--- src/rtl/ldpc_pkg.sv ---
// Shared LDPC decoder types, defaults and the symmetric saturation helper.
// Combinational helpers only; no timing or flow control of its own.
package ldpc_pkg;

    localparam int LDPC_WIDTH      = 8;
    localparam int LDPC_COL_WEIGHT = 3;

    localparam logic [2:0] INIT_START = 3'd1;

    typedef enum logic [1:0] {
        VN_IDLE = 2'd0,
        VN_ACC  = 2'd1,
        VN_EMIT = 2'd2
    } vn_state_t;

    // Clamp to +/-(2^(w-1)-1); the most negative code is never produced.
    function automatic logic signed [31:0] sat_to_width(input logic signed [31:0] val,
                                                       input int w);
        logic signed [31:0] lim;
        lim = (32'sd1 <<< (w - 1)) - 32'sd1;
        if (val > lim) begin
            return lim;
        end else if (val < -lim) begin
            return -lim;
        end
        return val;
    endfunction

endpackage

--- src/rtl/var_node_if.sv ---
// Message-stream bundle between a variable node and its driver / downstream row stage.
// Signal bundle only; the slave side owns o_ready, no output backpressure exists.
interface var_node_if #(
    parameter int WIDTH = ldpc_pkg::LDPC_WIDTH
);
    logic signed [WIDTH-1:0] i_llr;
    logic                    i_llr_val;
    logic signed [WIDTH-1:0] i_data;
    logic                    i_val;
    logic [2:0]              i_init;
    logic                    o_ready;
    logic signed [WIDTH-1:0] o_data;
    logic                    o_val;
    logic [2:0]              o_init;
    logic                    o_hard;
    logic                    o_hard_val;

    modport slave (
        input  i_llr, i_llr_val, i_data, i_val, i_init,
        output o_ready, o_data, o_val, o_init, o_hard, o_hard_val
    );

    modport master (
        output i_llr, i_llr_val, i_data, i_val, i_init,
        input  o_ready, o_data, o_val, o_init, o_hard, o_hard_val
    );
endinterface

--- src/rtl/vn_sat_sub.sv ---
// Extrinsic subtract (total - msg) followed by symmetric saturation to WIDTH.
// Purely combinational, zero latency; no flow control.
module vn_sat_sub #(
    parameter int WIDTH     = ldpc_pkg::LDPC_WIDTH,
    parameter int ACC_WIDTH = WIDTH + 2
) (
    input  logic signed [ACC_WIDTH-1:0] a,
    input  logic signed [WIDTH-1:0]     b,
    output logic signed [WIDTH-1:0]     y
);
    import ldpc_pkg::*;

    logic signed [ACC_WIDTH-1:0] b_ext;
    logic signed [ACC_WIDTH-1:0] diff;
    logic signed [31:0]          diff32;

    // The difference is the sum of the remaining terms, so it always fits ACC_WIDTH.
    assign b_ext  = {{(ACC_WIDTH-WIDTH){b[WIDTH-1]}}, b};
    assign diff   = a - b_ext;
    assign diff32 = {{(32-ACC_WIDTH){diff[ACC_WIDTH-1]}}, diff};
    assign y      = WIDTH'(sat_to_width(diff32, WIDTH));

endmodule

--- src/rtl/var_node.sv ---
// Min-sum variable-node column update: accumulate LLR + COL_WEIGHT messages, emit extrinsics.
// First output one cycle after the last accept, one per cycle; o_ready low while emitting.
module var_node #(
    parameter int WIDTH      = ldpc_pkg::LDPC_WIDTH,
    parameter int COL_WEIGHT = ldpc_pkg::LDPC_COL_WEIGHT,
    parameter int ACC_WIDTH  = WIDTH + $clog2(COL_WEIGHT + 1)
) (
    input  logic     clk,
    input  logic     xrst,
    var_node_if.slave bus
);
    import ldpc_pkg::*;

    localparam int CNT_W = $clog2(COL_WEIGHT + 1);
    localparam int IDX_W = $clog2(COL_WEIGHT);
    localparam logic [CNT_W-1:0] LAST_CNT = CNT_W'(COL_WEIGHT - 1);
    localparam logic [CNT_W-1:0] CW_CNT   = CNT_W'(COL_WEIGHT);

    vn_state_t state_q, state_d;

    logic signed [WIDTH-1:0]     llr_q;
    logic signed [ACC_WIDTH-1:0] total_q;
    logic [CNT_W-1:0]            cnt_q;
    logic [CNT_W-1:0]            k_q;
    logic signed [WIDTH-1:0]     msg_q [COL_WEIGHT];

    logic signed [WIDTH-1:0]     o_data_q;
    logic                        o_val_q;
    logic [2:0]                  o_init_q;
    logic                        o_hard_q;
    logic                        o_hard_val_q;

    logic llr_load, col_start, col_add, col_last, emit_step, emit_done, ready;

    logic signed [WIDTH-1:0]     llr_eff;
    logic signed [ACC_WIDTH-1:0] llr_ext, data_ext, start_sum, add_sum;
    logic signed [ACC_WIDTH-1:0] sub_a;
    logic signed [WIDTH-1:0]     sub_b, sub_y;

    // A same-cycle LLR load in IDLE is forwarded into the column's first sum.
    assign llr_eff   = (state_q == VN_IDLE && bus.i_llr_val) ? bus.i_llr : llr_q;
    assign llr_ext   = {{(ACC_WIDTH-WIDTH){llr_eff[WIDTH-1]}}, llr_eff};
    assign data_ext  = {{(ACC_WIDTH-WIDTH){bus.i_data[WIDTH-1]}}, bus.i_data};
    assign start_sum = llr_ext + data_ext;
    assign add_sum   = total_q + data_ext;

    // On the final accept the first extrinsic is formed from the not-yet-registered total.
    assign sub_a = col_last ? add_sum  : total_q;
    assign sub_b = col_last ? msg_q[0] : msg_q[k_q[IDX_W-1:0]];

    vn_sat_sub #(
        .WIDTH     (WIDTH),
        .ACC_WIDTH (ACC_WIDTH)
    ) u_sat_sub (
        .a (sub_a),
        .b (sub_b),
        .y (sub_y)
    );

    always_comb begin
        state_d   = state_q;
        llr_load  = 1'b0;
        col_start = 1'b0;
        col_add   = 1'b0;
        col_last  = 1'b0;
        emit_step = 1'b0;
        emit_done = 1'b0;
        ready     = 1'b1;
        unique case (state_q)
            VN_IDLE: begin
                llr_load = bus.i_llr_val;
                if (bus.i_val && bus.i_init == INIT_START) begin
                    col_start = 1'b1;
                    state_d   = VN_ACC;
                end
            end
            VN_ACC: begin
                if (bus.i_val) begin
                    if (bus.i_init == INIT_START) begin
                        col_start = 1'b1;
                    end else begin
                        col_add = 1'b1;
                        if (cnt_q == LAST_CNT) begin
                            col_last = 1'b1;
                            state_d  = VN_EMIT;
                        end
                    end
                end
            end
            VN_EMIT: begin
                ready = 1'b0;
                if (k_q == CW_CNT) begin
                    emit_done = 1'b1;
                    state_d   = VN_IDLE;
                end else begin
                    emit_step = 1'b1;
                end
            end
            default: state_d = VN_IDLE;
        endcase
    end

    always_ff @(posedge clk) begin
        if (xrst) begin
            state_q      <= VN_IDLE;
            llr_q        <= '0;
            total_q      <= '0;
            cnt_q        <= '0;
            k_q          <= '0;
            for (int i = 0; i < COL_WEIGHT; i++) msg_q[i] <= '0;
            o_data_q     <= '0;
            o_val_q      <= 1'b0;
            o_init_q     <= 3'd0;
            o_hard_q     <= 1'b0;
            o_hard_val_q <= 1'b0;
        end else begin
            state_q      <= state_d;
            o_init_q     <= 3'd0;
            o_hard_val_q <= 1'b0;
            if (llr_load) llr_q <= bus.i_llr;
            if (col_start) begin
                msg_q[0] <= bus.i_data;
                total_q  <= start_sum;
                cnt_q    <= CNT_W'(1);
            end
            if (col_add) begin
                msg_q[cnt_q[IDX_W-1:0]] <= bus.i_data;
                total_q <= add_sum;
                cnt_q   <= cnt_q + CNT_W'(1);
            end
            if (col_last) begin
                o_data_q     <= sub_y;
                o_val_q      <= 1'b1;
                o_init_q     <= INIT_START;
                o_hard_q     <= add_sum[ACC_WIDTH-1];
                o_hard_val_q <= 1'b1;
                k_q          <= CNT_W'(1);
            end
            if (emit_step) begin
                o_data_q <= sub_y;
                k_q      <= k_q + CNT_W'(1);
            end
            if (emit_done) begin
                o_data_q <= '0;
                o_val_q  <= 1'b0;
                k_q      <= '0;
            end
        end
    end

    assign bus.o_ready    = ready;
    assign bus.o_data     = o_data_q;
    assign bus.o_val      = o_val_q;
    assign bus.o_init     = o_init_q;
    assign bus.o_hard     = o_hard_q;
    assign bus.o_hard_val = o_hard_val_q;

endmodule

--- src/flat_wrapper.sv ---
// flat-port wrapper written by rule: the top's interface ports become plain ports
module var_node_flat import ldpc_pkg::*;
#(
    parameter int WIDTH      = ldpc_pkg::LDPC_WIDTH,
    parameter int COL_WEIGHT = ldpc_pkg::LDPC_COL_WEIGHT,
    parameter int ACC_WIDTH  = WIDTH + $clog2(COL_WEIGHT + 1)
)
  (clk, xrst, bus_i_llr, bus_i_llr_val, bus_i_data, bus_i_val, bus_i_init, bus_o_ready, bus_o_data, bus_o_val, bus_o_init, bus_o_hard, bus_o_hard_val);
  var_node_if #(.WIDTH(WIDTH)) bus_i ();
  input  logic clk;
  input  logic xrst;
  input wire logic [$bits(bus_i.i_llr)-1:0] bus_i_llr;
  input wire logic [$bits(bus_i.i_llr_val)-1:0] bus_i_llr_val;
  input wire logic [$bits(bus_i.i_data)-1:0] bus_i_data;
  input wire logic [$bits(bus_i.i_val)-1:0] bus_i_val;
  input wire logic [$bits(bus_i.i_init)-1:0] bus_i_init;
  output wire logic [$bits(bus_i.o_ready)-1:0] bus_o_ready;
  output wire logic [$bits(bus_i.o_data)-1:0] bus_o_data;
  output wire logic [$bits(bus_i.o_val)-1:0] bus_o_val;
  output wire logic [$bits(bus_i.o_init)-1:0] bus_o_init;
  output wire logic [$bits(bus_i.o_hard)-1:0] bus_o_hard;
  output wire logic [$bits(bus_i.o_hard_val)-1:0] bus_o_hard_val;
  assign bus_i.i_llr = bus_i_llr;
  assign bus_i.i_llr_val = bus_i_llr_val;
  assign bus_i.i_data = bus_i_data;
  assign bus_i.i_val = bus_i_val;
  assign bus_i.i_init = bus_i_init;
  assign bus_o_ready = bus_i.o_ready;
  assign bus_o_data = bus_i.o_data;
  assign bus_o_val = bus_i.o_val;
  assign bus_o_init = bus_i.o_init;
  assign bus_o_hard = bus_i.o_hard;
  assign bus_o_hard_val = bus_i.o_hard_val;
  var_node #(.WIDTH(WIDTH), .COL_WEIGHT(COL_WEIGHT), .ACC_WIDTH(ACC_WIDTH)) u_core (.clk(clk), .xrst(xrst), .bus(bus_i));
endmodule
--- config.mk ---
export PLATFORM = sky130hd
export DESIGN_NAME = var_node_flat
export DESIGN_NICKNAME = d
export VERILOG_FILES = /design/src/rtl/ldpc_pkg.sv /design/src/rtl/var_node_if.sv /design/src/rtl/vn_sat_sub.sv /design/src/rtl/var_node.sv /design/src/flat_wrapper.sv
export SDC_FILE = /design/constraint.sdc
export NUM_CORES = 1
export LEC_CHECK = 0
export CELL_PAD_IN_SITES_DETAIL_PLACEMENT = 0
export CELL_PAD_IN_SITES_GLOBAL_PLACEMENT = 1
export CORE_ASPECT_RATIO = 0.8
export CORE_MARGIN = 2
export CORE_UTILIZATION = 36
export DETAILED_ROUTE_END_ITERATION = 7
export HOLD_SLACK_MARGIN = 0.12
export PLACE_DENSITY = 0.75
export SLEW_MARGIN = 20
export SYNTH_ARGS = -nofsm -noshare
export SYNTH_HDL_FRONTEND = slang
export SYNTH_HIERARCHICAL = 1
export SYNTH_SLANG_ARGS = --single-unit
--- constraint.sdc ---
create_clock -name clk -period 4.82 [get_ports clk]
set_input_delay 0.482 -clock clk [delete_from_list [all_inputs] [get_ports clk]]
set_output_delay 0.482 -clock clk [all_outputs]
set_load 0.02 [all_outputs]
==> impl_metrics.py <==
metrics = {
    "die": {
        "dieHeight_um": 102.9,
        "dieWidth_um": 127.6,
        "initial_core_util": 0.3646,
        "die_area_mm2": 0.01313,
        "ios": 38,
        "core_region_area_mm2": 0.01207,
        "rows": 36,
    },
    "detailed_routing": {
        "route.vias.total": 3516,
        "routed_wl_um": 10580,
        "postRouteAntennaNets": 0,
        "via_per_inst": 5.303,
        "routedWlPerCell_um": 15.96,
        "drc_errors": 0,
        "drt_pass1_iterations": 4,
        "initialDrtViolationCount": 288,
    },
    "pwr": {
        "ir_drop_mv": 0.2228,
        "p_per_area_mw_per_mm2": 306.8,
        "leakage_nw": 2.011,
    },
    "layout": {
        "final_cell_area_mm2": 0.005216,
        "syn_to_final_growth_pct": 18.50,
        "n_antenna_cell": 0,
        "fillers": 1188,
        "layout.nets": 560,
        "drive_gt1_frac": 0.1155,
        "instances_no_fill": 663,
    },
    "placement": {
        "port-buffer-count": 35,
        "dp_hpwl_um": 8110,
        "placed_cells": 647,
        "place_area_mm2": 0.004911,
        "place_congestion": 0.8784,
    },
    "sta": {
        "finalCritPeriodShare": 0.8802,
        "clock_skew_ns": 0.006421,
        "setup-tns-final_ns": 0,
        "fmax_mhz": 235.7,
        "grt_setup_unrepaired": "no",
        "slew_violations": 0,
        "finalHoldViolations": 0,
        "setup_violations": 0,
        "worst_slew_pin_slew_ns": 0.7455,
        "finalCriticalPeriod_ns": 4.243,
        "slew_headroom": 0.4996,
    },
    "clocking": {
        "cts_root_buffer": "clkbuf_16",
        "cts_sinks": 69,
        "clk_pin_slew_ns": 0.06,
        "hold_buffers": 0,
        "clock_path_buffers": 2,
        "cts-buffers-inserted": 9,
        "cts_tree": "done",
        "cts_resized": 0,
        "post-cts-setup-buffers": 0,
        "clk_latency_ns": 0.33,
        "cts_max_level": 3,
    },
    "logic_synthesis": {
        "synth_edf_count": 32,
        "synth.most_common_cell": "nand2_1",
        "synth.distinct_cells": 68,
        "synthFlopType": "dfxtp_1",
        "synth-async-reset-ratio": 0,
        "syn-cell-area_mm2": 0.004402,
        "syn_area_per_cell_um2": 9.365,
        "syn_inst": 470,
        "ys_seq_area_frac": 0.3866,
        "synth-seq-cells": 69,
        "yosys.area.top_type_share": 0.2183,
        "yosys.area.top_type": "edfxtp_1",
        "yosysWarningCount": 6,
        "yosys-top-cells-count": "nand2_1, nor2_1, dfxtp_1",
        "ys_top_cells_by_area": "edfxtp_1, dfxtp_1, ha_1",
    },
    "grt": {
        "grt_pass1_vias": 3400,
        "grt_pass1_wl_um": 17370,
        "gr-total-overflow": 0,
        "grtUsageTotal": 0.1732,
        "antenna_found_initial": 0,
        "grt_max_degree": 23,
    },
    "min_path": {
        "worstHoldPathType": "reg2reg",
    },
    "critical_path": {
        "start_kind": "input pin",
        "crit_arrival_ns": 4.50,
        "crit_required_ns": 5.08,
        "crit_fanout": 9,
        "critPathKind": "in2reg",
        "end_kind": "flip-flop",
    },
    "run_status": {
        "status": "finished clean",
    },
    "job": {
        "cap_viol_max_count": 0,
    },
}
[power breakdown]
group	internal (mW)	switching (mW)
clock	0.405	0.263
combinational	0.130	0.163
sequential	0.629	0.00923
total	1.16	0.436
[worst max-delay path, cell delays in order]
cell,delay (ns)
clkdlybuf4s50_1,0.47
ha_1,0.27
fa_1,0.41
a21o_1,0.17
a21oi_1,0.24
o21ai_0,0.14
o41ai_1,0.34
xor2_1,0.22
o21ai_0,0.11
ha_1,0.34
and3_1,0.17
a211oi_1,0.25
o211ai_2,0.23
o21bai_1,0.26
a22oi_1,0.21
nand2_1,0.07
a21oi_1,0.14
[stage by stage]
stage	hold slack [ns]	util	power, mW	setup WS [ns]
6_report	0.4523	0.4321	1.600	0.5774
3_3_place_gp	0.4465	0.4068	0.9378	0.2599
2_1_floorplan	0.4561	-	0.8646	0.9622
3_5_place_dp	0.4516	0.4068	0.9436	0.2448
4_1_cts	0.4580	0.4317	1.614	0.5688
5_1_grt	0.4740	0.4321	1.677	0.1664
[routing by layer]
layer	GRT usage	wire, µm
met5	0	0
met2	0.2785	4779
met3	0.04515	462
met1	0.2302	5134
met4	0.05579	203
[registers in the layout (all words and copies together), names as in the netlist, named ones only]
name               count
u_core/bus.o_init      1
u_core/bus.o_data      8
u_core/bus.o_val       1
u_core/llr_q           8
u_core/state_q         2
u_core/total_q        10
u_core/msg_q          32
u_core/bus.o_hard      1
u_core/k_q             2
u_core/cnt_q           2
[cells by family after synthesis]
| family | Yosys count | share of synthesized area |
|---|---|---|
| buf+inv | 43 | 0.04548 |
| simple gates | 175 | 0.1978 |
| mux | 17 | 0.04179 |
| compound gates | 115 | 0.1922 |
| flops | 69 | 0.3866 |
| other cells | 1 | 0.0008519 |
| fa+ha+maj | 31 | 0.09324 |
| xor+xnor | 19 | 0.04207 |
[worst paths after layout]
check	endpoint	slack, ns	start	cells past startpoint
min	u_core/bus.o_data[0]$_SDFFE_PP0N_	0.45	u_core/bus.o_data[0]$_SDFFE_PP0N_	2
max reg2reg	u_core/bus.o_data[2]$_SDFFE_PP0N_	0.90	u_core/total_q[0]$_SDFFE_PP0P_	16
max	u_core/bus.o_data[2]$_SDFFE_PP0N_	0.58	bus_i_data[0]	17
min reg2reg	u_core/bus.o_data[0]$_SDFFE_PP0N_	0.45	u_core/bus.o_data[0]$_SDFFE_PP0N_	2
[cell usage in the layout, fill, tap and decap left out, drive strengths merged, types with 4 or more instances in the layout]
cell,synthesis,routed
nand2,50,50
nor2,43,43
dfxtp,37,37
clkdlybuf4s50,0,35
a21oi,34,34
edfxtp,32,32
and2,32,32
ha,28,28
inv,20,22
o21ai,19,19
nand3,13,13
buf,10,12
nor3,10,10
xor2,10,10
clkbuf,13,10
a211oi,10,10
mux2i,9,9
xnor2,9,9
mux2,8,8
o221a,7,7
nand2b,5,5
nor2b,5,5
a21o,5,5
o211ai,5,5
a22oi,4,4
nor3b,4,4
o31ai,4,4
[area by class of cell]
class	count	area [µm²]	share of cell area
Multi-Input combinational cell	359	2509	0.4809
Sequential cell	69	1702	0.3262
Timing Repair Buffer	47	440.4	0.08443
Clock buffer	10	229.0	0.04390
Tap cell	152	190.2	0.03646
Inverter	20	75.07	0.01439
Clock inverter	6	71.32	0.01367
No activity file was read; power rests on OpenSTA's default activity.
